===== src/rtl/line_parser.sv =====
// Parses light-grid command text ("turn on/turn off/toggle r,c through r,c") into packed
// instruction beats, holding one command back so the final beat can be flagged.
//
// state   | meaning
// IDLE    | at the start of a line
// PARSE   | inside a line, bytes are being decoded
// DONE    | end of input (0x00) seen; drains the held command, then stops
module line_parser #(
    parameter int INSTRUCTION_WIDTH = 50,
    parameter int COUNT_WIDTH       = 16
) (
    input  logic                         clk,
    input  logic                         reset,
    input  logic                         inbound_valid,
    output logic                         inbound_ready,
    input  logic [7:0]                   inbound_data,
    output logic                         instr_valid,
    input  logic                         instr_ready,
    output logic                         instr_last,
    output logic [INSTRUCTION_WIDTH-1:0] instr_data,
    output logic                         done,
    output logic                         parse_error,
    output logic [COUNT_WIDTH-1:0]       cmd_count
);

    typedef enum logic [1:0] {S_IDLE, S_PARSE, S_DONE} state_t;

    localparam logic [1:0] OP_OFF = 2'b00;
    localparam logic [1:0] OP_TOG = 2'b01;
    localparam logic [1:0] OP_ON  = 2'b11;

    state_t            state_q, state_d;
    logic [2:0]        pos_q, pos_d;
    logic [1:0]        op_q, op_d;
    logic              op_vld_q, op_vld_d;
    logic [11:0]       acc_q, acc_d;
    logic              in_run_q, in_run_d;
    logic [2:0]        idx_q, idx_d;
    logic              bad_q, bad_d;
    logic [11:0]       sr_q, sc_q, er_q, ec_q;
    logic [11:0]       sr_d, sc_d, er_d, ec_d;
    logic [49:0]       pend_q, pend_d;
    logic              pend_vld_q, pend_vld_d;
    logic [49:0]       idata_q, idata_d;
    logic              ivalid_q, ivalid_d;
    logic              ilast_q, ilast_d;
    logic              iready_q, iready_d;
    logic              done_q, done_d;
    logic              perr_q, perr_d;
    logic [COUNT_WIDTH-1:0] cnt_q, cnt_d;

    logic              accept, hs;
    logic              is_nl, is_cr, is_eoi, is_digit;
    logic [11:0]       digit_val;
    logic [2:0]        idx_c;
    logic              bad_c;
    logic [11:0]       sr_c, sc_c, er_c, ec_c;
    logic [49:0]       cmd_c;
    logic              line_ok, line_empty, new_cmd;

    assign accept    = inbound_valid && iready_q;
    assign hs        = ivalid_q && instr_ready;
    assign is_nl     = (inbound_data == 8'h0A);
    assign is_cr     = (inbound_data == 8'h0D);
    assign is_eoi    = (inbound_data == 8'h00);
    assign is_digit  = (inbound_data >= 8'h30) && (inbound_data <= 8'h39);
    assign digit_val = {8'h00, inbound_data[3:0]};

    always_ff @(posedge clk or posedge reset) begin
        if (reset) begin
            state_q <= S_IDLE;
        end else begin
            state_q <= state_d;
        end
    end

    always_comb begin
        state_d = state_q;
        if (accept && !is_cr) begin
            unique case (state_q)
                S_IDLE:  if (is_eoi) state_d = S_DONE;
                         else if (!is_nl) state_d = S_PARSE;
                S_PARSE: if (is_eoi) state_d = S_DONE;
                         else if (is_nl) state_d = S_IDLE;
                default: state_d = S_DONE;
            endcase
        end
    end

    // Any non-digit byte (including the line terminator) closes an open digit run.
    always_comb begin
        idx_c = idx_q;
        bad_c = bad_q;
        sr_c  = sr_q;
        sc_c  = sc_q;
        er_c  = er_q;
        ec_c  = ec_q;
        if (in_run_q && !is_digit) begin
            if (idx_q == 3'd4) begin
                bad_c = 1'b1;
            end else begin
                idx_c = idx_q + 3'd1;
                case (idx_q)
                    3'd0:    sr_c = acc_q;
                    3'd1:    sc_c = acc_q;
                    3'd2:    er_c = acc_q;
                    default: ec_c = acc_q;
                endcase
            end
        end
        cmd_c      = {op_q, sr_c, sc_c, er_c, ec_c};
        line_ok    = op_vld_q && (idx_c == 3'd4) && !bad_c;
        line_empty = !op_vld_q && (idx_c == 3'd0) && !bad_c;
    end

    always_comb begin
        pos_d      = pos_q;
        op_d       = op_q;
        op_vld_d   = op_vld_q;
        acc_d      = acc_q;
        in_run_d   = in_run_q;
        idx_d      = idx_q;
        bad_d      = bad_q;
        sr_d       = sr_q;
        sc_d       = sc_q;
        er_d       = er_q;
        ec_d       = ec_q;
        pend_d     = pend_q;
        pend_vld_d = pend_vld_q;
        idata_d    = idata_q;
        ilast_d    = ilast_q;
        ivalid_d   = ivalid_q && !hs;
        perr_d     = perr_q;
        new_cmd    = 1'b0;
        cnt_d      = hs ? cnt_q + COUNT_WIDTH'(1) : cnt_q;

        if (accept && !is_cr) begin
            if (is_nl || is_eoi) begin
                pos_d    = 3'd0;
                op_vld_d = 1'b0;
                acc_d    = 12'd0;
                in_run_d = 1'b0;
                idx_d    = 3'd0;
                bad_d    = 1'b0;
                if (line_ok) begin
                    new_cmd = 1'b1;
                end else if (!line_empty) begin
                    perr_d = 1'b1;
                end
            end else begin
                pos_d = (pos_q == 3'd7) ? 3'd7 : pos_q + 3'd1;
                if (is_digit) begin
                    acc_d    = acc_q * 12'd10 + digit_val;
                    in_run_d = 1'b1;
                end else begin
                    acc_d    = 12'd0;
                    in_run_d = 1'b0;
                    idx_d    = idx_c;
                    bad_d    = bad_c;
                    sr_d     = sr_c;
                    sc_d     = sc_c;
                    er_d     = er_c;
                    ec_d     = ec_c;
                end
                if (pos_q == 3'd1 && inbound_data == "o") begin
                    op_d     = OP_TOG;
                    op_vld_d = 1'b1;
                end else if (pos_q == 3'd6 && !op_vld_q && inbound_data == "n") begin
                    op_d     = OP_ON;
                    op_vld_d = 1'b1;
                end else if (pos_q == 3'd6 && !op_vld_q && inbound_data == "f") begin
                    op_d     = OP_OFF;
                    op_vld_d = 1'b1;
                end
            end
        end

        // A byte is only accepted while no beat is outstanding, so loading here never collides.
        if (new_cmd) begin
            if (pend_vld_q) begin
                idata_d    = pend_q;
                ilast_d    = 1'b0;
                ivalid_d   = 1'b1;
                pend_d     = cmd_c;
                pend_vld_d = 1'b1;
            end else if (is_eoi) begin
                idata_d  = cmd_c;
                ilast_d  = 1'b1;
                ivalid_d = 1'b1;
            end else begin
                pend_d     = cmd_c;
                pend_vld_d = 1'b1;
            end
        end else if (accept && is_eoi && pend_vld_q) begin
            idata_d    = pend_q;
            ilast_d    = 1'b1;
            ivalid_d   = 1'b1;
            pend_vld_d = 1'b0;
        end else if (state_q == S_DONE && pend_vld_q && (!ivalid_q || hs)) begin
            idata_d    = pend_q;
            ilast_d    = 1'b1;
            ivalid_d   = 1'b1;
            pend_vld_d = 1'b0;
        end

        done_d   = done_q || (state_d == S_DONE && !pend_vld_d && !ivalid_d);
        iready_d = (state_d != S_DONE) && !ivalid_d;
    end

    always_ff @(posedge clk or posedge reset) begin
        if (reset) begin
            pos_q      <= 3'd0;
            op_q       <= OP_OFF;
            op_vld_q   <= 1'b0;
            acc_q      <= 12'd0;
            in_run_q   <= 1'b0;
            idx_q      <= 3'd0;
            bad_q      <= 1'b0;
            sr_q       <= 12'd0;
            sc_q       <= 12'd0;
            er_q       <= 12'd0;
            ec_q       <= 12'd0;
            pend_q     <= '0;
            pend_vld_q <= 1'b0;
            idata_q    <= '0;
            ilast_q    <= 1'b0;
            ivalid_q   <= 1'b0;
            iready_q   <= 1'b0;
            done_q     <= 1'b0;
            perr_q     <= 1'b0;
            cnt_q      <= '0;
        end else begin
            pos_q      <= pos_d;
            op_q       <= op_d;
            op_vld_q   <= op_vld_d;
            acc_q      <= acc_d;
            in_run_q   <= in_run_d;
            idx_q      <= idx_d;
            bad_q      <= bad_d;
            sr_q       <= sr_d;
            sc_q       <= sc_d;
            er_q       <= er_d;
            ec_q       <= ec_d;
            pend_q     <= pend_d;
            pend_vld_q <= pend_vld_d;
            idata_q    <= idata_d;
            ilast_q    <= ilast_d;
            ivalid_q   <= ivalid_d;
            iready_q   <= iready_d;
            done_q     <= done_d;
            perr_q     <= perr_d;
            cnt_q      <= cnt_d;
        end
    end

    always_comb begin
        instr_data        = '0;
        instr_data[49:0]  = idata_q;
        instr_valid       = ivalid_q;
        instr_last        = ilast_q;
        inbound_ready     = iready_q;
        done              = done_q;
        parse_error       = perr_q;
        cmd_count         = cnt_q;
    end

endmodule


===== config.mk =====
export PLATFORM = sky130hd
export DESIGN_NAME = line_parser
export DESIGN_NICKNAME = d
export VERILOG_FILES = /design/src/rtl/line_parser.sv
export SDC_FILE = /design/constraint.sdc
export NUM_CORES = 1
export LEC_CHECK = 0
export ABC_AREA = 1
export BUFFER_PORTS_ARGS = -buffer_cell sky130_fd_sc_hd__buf_2
export CAP_MARGIN = 10
export CORE_ASPECT_RATIO = 0.8
export CORE_MARGIN = 8
export CORE_UTILIZATION = 55
export DETAILED_ROUTE_END_ITERATION = 6
export GPL_TIMING_DRIVEN = 0
export HOLD_SLACK_MARGIN = 0.03
export PLACE_DENSITY = 0.8
export SLEW_MARGIN = 5
export SYNTH_ARGS = -nofsm -noshare
export SYNTH_HDL_FRONTEND = slang
export SYNTH_SLANG_ARGS = --single-unit
export TNS_END_PERCENT = 50

===== constraint.sdc =====
create_clock -name clk -period 6.2 [get_ports clk]
set_input_delay 0.31 -clock clk [delete_from_list [all_inputs] [get_ports clk]]
set_output_delay 0.31 -clock clk [all_outputs]
set_load 0.1 [all_outputs]

==> impl_summary.log <==
[metrics] post-synthesis instance area: 9770 µm²
[metrics] antenna violations before repair: 0
[metrics] Worst Clk Skew: 0.0111 ns
[metrics] Total Neg Setup Slack: 0 ns
[metrics] total clock buffers created by CTS: 17
[metrics] first drt pass iteration count: 5
[metrics] antenna diode count: 0
[metrics] number of port buffers: 82
[metrics] per-instance average area after synthesis: 7.89 µm²
[metrics] launch point of the worst reg-to-reg path: acc_q[1]$_DFFE_PP0P_
[metrics] per-cell via count in the routed design: 5.37
[metrics] power share of the clock group: 0.346
[metrics] dominant combinational cell family by area after synthesis: simple AND/OR/NAND/NOR gates
[metrics] routed vias: 8476
[metrics] worst slew margin relative to its limit: 0.445
[metrics] power per cell area: 303 nW/µm²
[metrics] series of cell instances along the critical path: ha_1 > ha_1 > inv_1 > fa_1 > xnor2_1 > nand3_1 > nor3_1 > nand3_1 > nand2_1 > o22ai_1
[metrics] portion of the post-synthesis area used by sequential elements: 0.499
[metrics] detailed-route wire length per cell: 15.2 µm
[metrics] area growth from synthesis to final layout: 13.9%
[metrics] Main synth FF type: dfrtp_1
[metrics] Die Outline Area: 22300 µm²
[metrics] reg-to-reg critical path endpoint: acc_q[10]$_DFFE_PP0P_
[metrics] Max-cap violations: 0
[metrics] Std-Cell Core Area: 17400 µm²
[metrics] effective utilization at floorplan: 0.562
[metrics] final routed DRC violation total: 0
[metrics] total placed instance area: 10500 µm²
[metrics] global-route total usage across every layer: 0.220
[metrics] post-layout minimum cycle time: 2.83 ns
[metrics] placer's final routability congestion estimate: 0.872
[metrics] number of global-route vias before repair: 7906
[metrics] ratio of final minimum period to clock period: 0.456
[metrics] total overflow reported by the global router: 0
[metrics] HPWL after detailed placement: 17000 µm
[metrics] highest cell delay on the worst timing path: 0.53 ns
[metrics] root cell of the clock tree: clkbuf_16
[metrics] insertion delay to the later sink of the worst-skew pair: 0.45 ns
[metrics] total of flip-flops plus latches after synthesis: 195
[metrics] Register-to-Register Path Depth: 10
[metrics] slowest stage cell on the critical path: dfrtp_1
[metrics] f_max: 0.354 GHz
[metrics] post-route standard cell area excluding fillers: 11100 µm²
[metrics] Bufs on Longest Clock Path: 2
[metrics] final number of setup-violating endpoints: 0
[metrics] reported leakage power: 5.79 nW
[metrics] number of library cell types mapped by synthesis: 36
[metrics] filler cell count in the final layout: 1447
[metrics] class of the most critical hold timing path: in2async
[metrics] relative contribution of combinational cells to total power: 0.210
[metrics] H-tree levels: 4
[metrics] total wire length: 24000 µm
[metrics] highest-count cells in the layout ignoring fill and taps: nand2_1 (461), dfrtp_1 (195), o21ai_0 (150), inv_1 (136), buf_2 (91)
[metrics] area fraction in and, or, nand and nor cells after synthesis: 0.247
[metrics] total number of yosys warnings: 0
[metrics] die span in y: 135 µm
[metrics] leading cell type in the layout, fill and taps excluded: nand2_1
[metrics] synthesized-area fraction occupied by ao, oa, aoi and oai cells: 0.107
[metrics] post-CTS clock slew at the launch and capture registers of the worst setup and hold paths: 0.07 ns
[metrics] number of non-filler instances in the completed layout: 1578
[metrics] sequential cell fraction of total power: 0.444
[metrics] R2R Setup Slk: 3.37 ns
[metrics] arrival time of the worst setup path: 3.14 ns
[metrics] Switch Pwr: 1.12 mW
[metrics] Synthesized Nets: 1278
[metrics] worst hold slack: -0.0131 ns
[metrics] family with the most delay on the worst path: adder cells
[metrics] instance count after placement with tap cells included: 1546
[metrics] post-CTS setup-driven buffer insertion count: 0
[metrics] multiplexer share of the synthesized area: 0
[metrics] pin slew with the least headroom to its limit: 0.832 ns
[metrics] Post-Syn Instances: 1238
[metrics] number of hold buffers added after cts: 0
[metrics] violated checks: hold timing
[metrics] clk sink count: 195
[metrics] CP Max Fanout: 7
[metrics] run status: finished, violations left
[metrics] Routed Antenna Nets: 0
[metrics] Resized cells post-CTS: 0
[metrics] ratio of cells with drive above 1 in the final layout: 0.125
[metrics] Nets: 1380
[metrics] Die Wd: 165 µm
[metrics] design internal power: 2.25 mW
[metrics] critical path start-end classification: reg2reg
[metrics] number of buffers and inverters on the critical path: 1
[metrics] type of destination of the critical path: register
[metrics] unrepaired setup endpoints after global routing: no
[metrics] I/O pins: 83
[metrics] IR drop worst, VDD: 0.000186 V
[metrics] number of hold violations in the final report: 2
[metrics] critical path required time: 6.51 ns
[metrics] CP startpoint kind: register
[metrics] number of cell rows: 43
[metrics] share of the synthesized netlist area taken by xor and xnor gates: 0.0224
[metrics] pin count of the biggest net entering global routing: 118
[metrics] switching power share of the total: 0.333
[metrics] Adder-Cell Fraction of Synth Area: 0.0374
[metrics] TritonCTS clock tree: built
[metrics] Max Transition Viols Final: 0
[metrics] 1st-iter DRT viols: 917
[metrics] first-pass GRT wire length: 39600 µm
[metrics] number of enable-type register cells in the synthesized netlist: 0
[metrics] FFs w/ async S/R, synth: 1.00
kinds of logic (layout without fill, tap and decap cells):
logic type      after synthesis  after routing
buf+inv                     196            311
compound gates              203            203
flops                       195            195
fa+ha+maj                    28             28
simple gates                591            591
xor+xnor                     25             25
synth_stat cells, types with 7 or more instances:
| library cell | n | share of area |
|---|---|---|
| buf_2 | 9 | 0.0046 |
| ha_1 | 26 | 0.033 |
| dfrtp_1 | 195 | 0.50 |
| xnor2_1 | 13 | 0.012 |
| xor2_1 | 12 | 0.011 |
| a21oi_1 | 12 | 0.0061 |
| o22ai_1 | 10 | 0.0064 |
| buf_4 | 8 | 0.0061 |
| nor2_1 | 35 | 0.013 |
| o21ai_0 | 150 | 0.077 |
| nand2_1 | 461 | 0.18 |
| clkbuf_1 | 23 | 0.0088 |
| nand3_1 | 62 | 0.032 |
| buf_6 | 9 | 0.010 |
| inv_1 | 137 | 0.053 |
| o21ai_1 | 24 | 0.012 |
| inv_2 | 7 | 0.0027 |
| nand4_1 | 7 | 0.0045 |
routing by layer:
layer	global-route usage	up-vias	share of wire
met5	0	-	0
met1	0.316	4036	0.46
li1	-	4104	-
met4	0.0624	0	0.015
met2	0.327	306	0.44
met3	0.0516	30	0.081
state kept, by name (all words and copies together) (netlist names):
register,cells
idx_q,3
acc_q,12
instr_last,1
op_q,2
state_q,2
instr_data,50
pos_q,3
er_q,12
done,1
sc_q,12
sr_q,12
pend_vld_q,1
bad_q,1
in_run_q,1
parse_error,1
instr_valid,1
op_vld_q,1
inbound_ready,1
ec_q,12
cmd_count,16
pend_q,50
per-stage QoR:
stage               hold slack (ns)  power [mW]   util  worst slack [ns]
global route                 0.0682        3.55  0.641              3.10
CTS                          0.0614        3.37  0.641              3.40
detailed placement            0.445        2.21  0.604              3.42
global placement              0.448        2.17  0.602             -1.59
floorplan                     0.442        2.03      -             0.578
finish                      -0.0131        3.37  0.641              3.37
power groups by stage:
stage,Combinational [mW],Sequential [mW],Clock [mW]
floorplan,0.476,1.55,0
global placement,0.657,1.52,0
detailed placement,0.689,1.52,0
CTS,0.701,1.50,1.18
global route,0.802,1.51,1.23
finish,0.708,1.50,1.16
how the worst max path moves through the flow:
stage / from / slack [ns] / to / cells after the start
after CTS: acc_q[1]$_DFFE_PP0P_ / 3.40 / acc_q[10]$_DFFE_PP0P_ / 10
final: acc_q[1]$_DFFE_PP0P_ / 3.37 / acc_q[10]$_DFFE_PP0P_ / 10
after global placement: reset / -1.59 / instr_data[36]$_DFFE_PP0P_ / 2
after floorplan: reset / 0.58 / acc_q[0]$_DFFE_PP0P_ / 1
after detailed placement: acc_q[1]$_DFFE_PP0P_ / 3.42 / acc_q[10]$_DFFE_PP0P_ / 10
after global routing: idx_q[0]$_DFFE_PP0P_ / 3.10 / instr_data[40]$_DFFE_PP0P_ / 16
final cells by class:
cell class | instances | area [µm²] | area share
buffer | 50 | 297 | 0.0266
clock buffer | 18 | 439 | 0.0395
clock inverter | 14 | 194 | 0.0174
inverter | 146 | 556 | 0.0499
multi-input combinational | 847 | 4050 | 0.364
sequential | 195 | 4880 | 0.438
tap | 225 | 282 | 0.0253
timing repair buffer | 83 | 438 | 0.0393
Note: power is estimated with default switching activity, not from simulation.
